===== config.mk =====
export PLATFORM = sky130hd
export DESIGN_NAME = ex_stage
export DESIGN_NICKNAME = d
export VERILOG_FILES = /design/src/rtl/ex_stage.sv
export SDC_FILE = /design/constraint.sdc
export NUM_CORES = 1
export LEC_CHECK = 0
export CAP_MARGIN = 25
export CORE_MARGIN = 2
export CORE_UTILIZATION = 25
export DETAILED_ROUTE_END_ITERATION = 8
export GPL_TIMING_DRIVEN = 0
export HOLD_SLACK_MARGIN = 0.1
export MAX_ROUTING_LAYER = met4
export PLACE_DENSITY = 0.52
export SLEW_MARGIN = 40
export SYNTH_ARGS = -nofsm -noshare
export SYNTH_HDL_FRONTEND = slang
export SYNTH_SLANG_ARGS = --single-unit

===== constraint.sdc =====
create_clock -name clk -period 4 [get_ports clk]
set_clock_uncertainty 0.05 [all_clocks]
set_input_delay 1 -clock clk [delete_from_list [all_inputs] [get_ports clk]]
set_output_delay 1 -clock clk [all_outputs]
set_load 0.01 [all_outputs]

===== src/rtl/ex_stage.sv =====
// Execute stage: operand-B select, single-cycle ALU and a sequential unsigned
// mul/div unit (shift-add / restoring), registered into the EX/MEM boundary.
module ex_stage #(
    parameter int DATA_WIDTH       = 32,
    parameter int ALU_CONTROL_CODE = 4,
    parameter int RD_WIDTH         = 5
) (
    input  logic                        clk,
    input  logic                        rst_n,
    input  logic                        valid_i,
    input  logic [DATA_WIDTH-1:0]       rd1_data_i,
    input  logic [DATA_WIDTH-1:0]       rd2_data_i,
    input  logic [DATA_WIDTH-1:0]       imm_i,
    input  logic                        alu_src_i,
    input  logic [ALU_CONTROL_CODE-1:0] alu_control_i,
    input  logic [3:0]                  control_flow_i,
    input  logic [RD_WIDTH-1:0]         rd_i,
    input  logic                        flush_i,
    output logic                        valid_o,
    output logic [DATA_WIDTH-1:0]       alu_result_o,
    output logic [DATA_WIDTH-1:0]       store_data_o,
    output logic [3:0]                  control_flow_o,
    output logic [RD_WIDTH-1:0]         rd_o,
    output logic                        stall_o
);

    localparam int SHW = $clog2(DATA_WIDTH);

    localparam logic [ALU_CONTROL_CODE-1:0] OP_ADD  = 'd0;
    localparam logic [ALU_CONTROL_CODE-1:0] OP_SUB  = 'd1;
    localparam logic [ALU_CONTROL_CODE-1:0] OP_AND  = 'd2;
    localparam logic [ALU_CONTROL_CODE-1:0] OP_OR   = 'd3;
    localparam logic [ALU_CONTROL_CODE-1:0] OP_XOR  = 'd4;
    localparam logic [ALU_CONTROL_CODE-1:0] OP_SLL  = 'd5;
    localparam logic [ALU_CONTROL_CODE-1:0] OP_SRL  = 'd6;
    localparam logic [ALU_CONTROL_CODE-1:0] OP_SRA  = 'd7;
    localparam logic [ALU_CONTROL_CODE-1:0] OP_SLT  = 'd8;
    localparam logic [ALU_CONTROL_CODE-1:0] OP_SLTU = 'd9;
    localparam logic [ALU_CONTROL_CODE-1:0] OP_MUL  = 'd10;
    localparam logic [ALU_CONTROL_CODE-1:0] OP_DIVU = 'd11;
    localparam logic [ALU_CONTROL_CODE-1:0] OP_REMU = 'd12;

    typedef enum logic [1:0] {
        ST_IDLE,
        ST_BUSY,
        ST_DONE
    } state_t;

    state_t                      state_reg, state_next;
    logic [SHW-1:0]              counter_reg, counter_next;
    logic [ALU_CONTROL_CODE-1:0] op_reg, op_next;
    logic [DATA_WIDTH-1:0]       a_reg, a_next;
    logic [DATA_WIDTH-1:0]       b_reg, b_next;
    logic [DATA_WIDTH-1:0]       acc_reg, acc_next;
    logic [RD_WIDTH-1:0]         rd_lat_reg, rd_lat_next;
    logic [3:0]                  cf_lat_reg, cf_lat_next;
    logic [DATA_WIDTH-1:0]       store_lat_reg, store_lat_next;

    logic                        valid_next;
    logic [DATA_WIDTH-1:0]       result_next;
    logic [DATA_WIDTH-1:0]       store_next;
    logic [3:0]                  cf_next;
    logic [RD_WIDTH-1:0]         rd_next;

    logic [DATA_WIDTH-1:0]       b_operand;
    logic [SHW-1:0]              shamt;
    logic                        is_muldiv;
    logic [DATA_WIDTH-1:0]       alu_out;

    assign b_operand = alu_src_i ? imm_i : rd2_data_i;
    assign shamt     = b_operand[SHW-1:0];
    assign is_muldiv = (alu_control_i == OP_MUL) || (alu_control_i == OP_DIVU) ||
                       (alu_control_i == OP_REMU);

    always_comb begin
        alu_out = '0;
        case (alu_control_i)
            OP_ADD:  alu_out = rd1_data_i + b_operand;
            OP_SUB:  alu_out = rd1_data_i - b_operand;
            OP_AND:  alu_out = rd1_data_i & b_operand;
            OP_OR:   alu_out = rd1_data_i | b_operand;
            OP_XOR:  alu_out = rd1_data_i ^ b_operand;
            OP_SLL:  alu_out = rd1_data_i << shamt;
            OP_SRL:  alu_out = rd1_data_i >> shamt;
            OP_SRA:  alu_out = $unsigned($signed(rd1_data_i) >>> shamt);
            OP_SLT:  alu_out = {{(DATA_WIDTH-1){1'b0}}, ($signed(rd1_data_i) < $signed(b_operand))};
            OP_SLTU: alu_out = {{(DATA_WIDTH-1){1'b0}}, (rd1_data_i < b_operand)};
            default: alu_out = '0;
        endcase
    end

    // One iteration of each algorithm. Multiply: a = shifting multiplicand,
    // b = shifting multiplier, acc = partial product. Divide: a = dividend
    // shifting out / quotient shifting in, b = divisor, acc = remainder.
    logic [DATA_WIDTH-1:0] mul_acc, mul_a, mul_b;
    logic [DATA_WIDTH:0]   div_shifted, div_diff;
    logic [DATA_WIDTH-1:0] div_acc, div_a;

    always_comb begin
        mul_acc     = b_reg[0] ? (acc_reg + a_reg) : acc_reg;
        mul_a       = a_reg << 1;
        mul_b       = b_reg >> 1;
        div_shifted = {acc_reg, a_reg[DATA_WIDTH-1]};
        div_diff    = div_shifted - {1'b0, b_reg};
        // A zero divisor never borrows, so the quotient fills with ones and
        // the remainder ends up equal to the dividend.
        div_acc     = div_diff[DATA_WIDTH] ? div_shifted[DATA_WIDTH-1:0] : div_diff[DATA_WIDTH-1:0];
        div_a       = {a_reg[DATA_WIDTH-2:0], ~div_diff[DATA_WIDTH]};
    end

    always_comb begin
        state_next     = state_reg;
        counter_next   = counter_reg;
        op_next        = op_reg;
        a_next         = a_reg;
        b_next         = b_reg;
        acc_next       = acc_reg;
        rd_lat_next    = rd_lat_reg;
        cf_lat_next    = cf_lat_reg;
        store_lat_next = store_lat_reg;
        valid_next     = valid_o;
        result_next    = alu_result_o;
        store_next     = store_data_o;
        cf_next        = control_flow_o;
        rd_next        = rd_o;
        stall_o        = 1'b0;

        case (state_reg)
            ST_IDLE: begin
                stall_o    = valid_i & is_muldiv;
                valid_next = valid_i & ~is_muldiv;
                cf_next    = (valid_i && !is_muldiv) ? control_flow_i : 4'd0;
                if (valid_i && is_muldiv) begin
                    state_next     = ST_BUSY;
                    counter_next   = SHW'(DATA_WIDTH - 1);
                    op_next        = alu_control_i;
                    a_next         = rd1_data_i;
                    b_next         = b_operand;
                    acc_next       = '0;
                    rd_lat_next    = rd_i;
                    cf_lat_next    = control_flow_i;
                    store_lat_next = rd2_data_i;
                end else if (valid_i) begin
                    result_next = alu_out;
                    store_next  = rd2_data_i;
                    rd_next     = rd_i;
                end
            end
            ST_BUSY: begin
                stall_o    = 1'b1;
                valid_next = 1'b0;
                cf_next    = 4'd0;
                if (op_reg == OP_MUL) begin
                    acc_next = mul_acc;
                    a_next   = mul_a;
                    b_next   = mul_b;
                end else begin
                    acc_next = div_acc;
                    a_next   = div_a;
                end
                if (counter_reg == '0) begin
                    state_next = ST_DONE;
                end else begin
                    counter_next = counter_reg - 1'b1;
                end
            end
            ST_DONE: begin
                valid_next  = 1'b1;
                result_next = (op_reg == OP_DIVU) ? a_reg : acc_reg;
                store_next  = store_lat_reg;
                rd_next     = rd_lat_reg;
                cf_next     = cf_lat_reg;
                state_next  = ST_IDLE;
            end
            default: begin
                state_next = ST_IDLE;
            end
        endcase

        // Flush kills whatever is in EX, including an instruction just presented.
        if (flush_i) begin
            stall_o      = 1'b0;
            state_next   = ST_IDLE;
            counter_next = '0;
            valid_next   = 1'b0;
            cf_next      = 4'd0;
            result_next  = alu_result_o;
            store_next   = store_data_o;
            rd_next      = rd_o;
        end
    end

    always_ff @(posedge clk or negedge rst_n) begin
        if (!rst_n) begin
            state_reg      <= ST_IDLE;
            counter_reg    <= '0;
            op_reg         <= '0;
            a_reg          <= '0;
            b_reg          <= '0;
            acc_reg        <= '0;
            rd_lat_reg     <= '0;
            cf_lat_reg     <= '0;
            store_lat_reg  <= '0;
            valid_o        <= 1'b0;
            alu_result_o   <= '0;
            store_data_o   <= '0;
            control_flow_o <= '0;
            rd_o           <= '0;
        end else begin
            state_reg      <= state_next;
            counter_reg    <= counter_next;
            op_reg         <= op_next;
            a_reg          <= a_next;
            b_reg          <= b_next;
            acc_reg        <= acc_next;
            rd_lat_reg     <= rd_lat_next;
            cf_lat_reg     <= cf_lat_next;
            store_lat_reg  <= store_lat_next;
            valid_o        <= valid_next;
            alu_result_o   <= result_next;
            store_data_o   <= store_next;
            control_flow_o <= cf_next;
            rd_o           <= rd_next;
        end
    end

endmodule


==> flow_metrics.tcl <==
set metrics [dict create \
    cap_viol_max_count 0 \
    multi_input_area_um2 17400 \
    final_cells 4329 \
    drv_slew 0 \
    final.fill_count 9723 \
    nNetsFinal 3408 \
    fp.dieW_um 307 \
    wl_per_cell_um 28.7 \
    vdd_drop_max_mv 0.287 \
    switching_share_pct 43.0 \
    ys_async_sr_fraction_pct 100 \
    combPwrFrac_pct 48.5 \
    clkTransAtPathRegs_ns 0.07 \
    drt_iter0_drc 2335 \
    viasPerCell 5.68 \
    grt_usage_pct 26.3 \
    grt_pass1_wl_mm 176 \
    clock_latency_ns 0.60 \
    die_area_um2 94300 \
    synthCells 2821 \
    regArea_um2 5560 \
    slowest_stage "clkdlybuf4s50_1" \
    synth_warnings 0 \
    cp_cell_sequence "clkdlybuf4s50_1 -> buf_2 -> inv_1 -> ha_2 -> a22oi_1 -> o211ai_1 -> or4_1 -> a311oi_4 -> nor3b_1 -> a221o_1 -> o311ai_1" \
    layout-drive-gt1-share_pct 17.4 \
    antenna_found_initial 5 \
    crit_buf_inv 3 \
    intPower_mw 6.45 \
    syn-num-nets 3108 \
    cp-end-kind "flop" \
    rrSetupSlack_ns 0.21 \
    final-setup-viol-count 15 \
    synth_edf_count 0 \
    grt_overflow 0 \
    clkPwrFrac_pct 23.4 \
    hold_viol 0 \
    cts.sinks 222 \
    grt_max_degree 64 \
    hpwlAfterDp_mm 97.0 \
    period_needed_ns 4.22 \
    synthDistinctLibCells 92 \
    cts.path.max_buffers 3 \
    max-slew-margin-rel_pct 35.7 \
    grt_setup_unrepaired "true" \
    outcome "finished, violations left" \
    dpl-instance-area_um2 26900 \
    p_switching_mw 4.86 \
    htreeDepth 1 \
    violations "negative setup slack" \
    grt_pass1_vias 24300 \
    syn2layout_area_growth_pct 30.1 \
    crit_family "buffers and inverters" \
    crit_type "input pin to flop" \
    dr.pass1.iters 6 \
    cts_tree "done" \
    num_vias 24600 \
    synth_area_per_cell_um2 8.14 \
    leakage_nw 12.4 \
    max_stage_delay_ns 0.60 \
    ant_nets 0 \
    yosysSeqAreaShare_pct 24.2 \
    std_cell_rows 111 \
    placed_cells 4202 \
    fin_total_pwr_mw 11.3 \
    setup_slack_ns -0.218 \
    drc_errors 0 \
    synth_area_um2 23000 \
    ys_ff_latch 222 \
    cp.arrival_ns 4.61 \
    worstPathRequired_ns 4.40 \
    final_area_um2 29900 \
    root_buffer "clkbuf_16" \
    fp.coreArea_um2 91400 \
    fin_crit_sh_pct 105 \
    cts-buffers-inserted 28 \
    worstReg2RegStart "a_reg[31]" \
    io_buffer_count 186 \
    cp-start-kind "input pin" \
    routed_wirelength_mm 124 \
    pwr-share-seq_pct 28.1 \
    synth-main-ff-cell "dfrtp_1" \
    p_per_area_nw_per_um2 379 \
    fmax_mhz 237 \
    cp_max_fo 7 \
    worst_pin_slew_ns 0.954 \
    initial_core_util_pct 25.1 \
    r2r_end "acc_reg[24]" \
    postLayoutCoreUtil_pct 32.7 \
    hold_class "input pin to asynchronous set/reset pin" \
    num_io_pins 189 \
    gp_congestion 1.02 \
    reg2reg_depth 13 \
    die_h_um 307 \
    pre_cts_ws_ns -2.58 \
]
## synthesized netlist by cell type, drive strengths merged (11+ instances only)
cell type  number  area, µm²
nand3          63        315
o22ai          16        100
ha            169       2110
and3           33        206
clkbuf        135        507
o21a           18        135
mux4           29        657
dfrtp         222       5560
nand4          11       68.8
nand2         238        893
a221o          17        170
xnor2          34        305
a2111oi        20        188
a31oi          33        225
a221oi         19        179
o211ai         41        308
mux2i         211       2170
a211oi         46        355
o21bai         19        143
nor3           41        205
buf            49        293
nor2          258        971
a22o           12        105
mux2           81        912
or3            18        113
o21ai         246       1230
o221ai         15        131
a211o          15        131
a21o           46        345
nand2b         30        188
nor4           11       68.8
o31ai          11       82.6
nor2b          15       93.8
xor2           18        158
inv           151        569
a21oi         261       1310
a22oi          24        180
## layer usage
metal	wire [µm]	vias up	GRT usage (%)
met5	0	-	-
met4	7890	0	14.0
met3	8580	288	3.46
met2	56500	1120	41.5
met1	51400	12100	32.7
li1	-	11100	-
## area by class of cell
class / count / area share (%)
Multi-Input combinational cell: 2263 / 58.3
Sequential cell: 222 / 18.6
Timing Repair Buffer: 291 / 9.58
Tap cell: 1186 / 4.97
Buffer: 163 / 3.40
Clock buffer: 38 / 2.78
Inverter: 152 / 2.03
Clock inverter: 11 / 0.322
Antenna cell: 3 / 0.0251
## worst max-delay path by stage
stage,from,cells past startpoint,to,slack (ns)
global route,rd1_data_i[31],11,alu_result_o[31],-0.26
global placement,rst_n,1,acc_reg[1],-8.89
finish,rd1_data_i[31],11,alu_result_o[31],-0.22
detailed placement,rd2_data_i[4],16,alu_result_o[31],-2.58
floorplan,alu_src_i,18,alu_result_o[24],-0.56
CTS,alu_src_i,21,alu_result_o[24],-0.23
## cells in the final DEF, fill, tap and decap left out, types with 30 or more instances in the layout
| cell type | instances |
|---|---|
| o21ai_0 | 220 |
| a21o_1 | 45 |
| mux2i_4 | 30 |
| inv_1 | 145 |
| a21oi_1 | 245 |
| clkbuf_16 | 33 |
| xnor2_1 | 33 |
| o211ai_1 | 41 |
| a211oi_1 | 38 |
| nor3_1 | 37 |
| ha_1 | 151 |
| and3_1 | 32 |
| clkbuf_2 | 42 |
| buf_4 | 82 |
| mux2_2 | 80 |
| clkdlybuf4s50_1 | 146 |
| mux2i_1 | 177 |
| clkbuf_1 | 80 |
| nand2_1 | 236 |
| nor2_1 | 254 |
| nand3_1 | 62 |
| dfrtp_1 | 222 |
## metrics by stage
| step | hold WS (ns) | setup TNS, ns |
|---|---|---|
| 6_report | 0.188 | -1.36 |
| 5_1_grt | 0.187 | -1.74 |
| 4_1_cts | 0.165 | -0.754 |
| 3_5_place_dp | 0.421 | -99.75 |
| 3_3_place_gp | 0.412 | -2111.93 |
| 2_1_floorplan | 0.407 | -5.12 |
## power by group through the flow
stage | logic, mW | clock network [mW] | registers, mW
after floorplan | 3.09 | 0 | 3.08
after global placement | 4.92 | 0 | 3.21
after detailed placement | 4.93 | 0 | 3.21
after CTS | 5.29 | 2.72 | 3.17
after global routing | 5.89 | 2.78 | 3.23
final | 5.49 | 2.64 | 3.18
## worst reg2reg max path: cells and delay by family, from the launching register on
| kind | cells | cell delay, ns |
|---|---|---|
| and+or+nand+nor | 1 | 0.28 |
| AOI/OAI and AO/OA | 5 | 1.02 |
| xor gates and xnor gates | 1 | 0.42 |
| DFF | 1 | 0.54 |
| muxes | 1 | 0.23 |
| buffers and inverters | 3 | 0.58 |
| adders and majority gates | 2 | 0.51 |
## kinds of logic after synthesis
| kind of cell | Yosys count | synth area share [%] |
|---|---|---|
| flip-flops | 222 | 24.2 |
| XOR/XNOR | 52 | 2.02 |
| AND/OR/NAND/NOR | 764 | 15.1 |
| AO/OA/AOI/OAI | 953 | 26.9 |
| adder cells (fa/ha/maj) | 173 | 9.55 |
| multiplexers | 321 | 16.3 |
| buffers and inverters | 336 | 5.97 |
## repair_timing
item                                    4_1_cts  5_1_grt
cloned                                        1        0
pin swaps                                    48       68
resized for setup                           245      128
endpoints found under the setup margin       64       57
buffers inserted                             74       30
hold buffers                                  0        0
(Power assumes the default switching activity.)
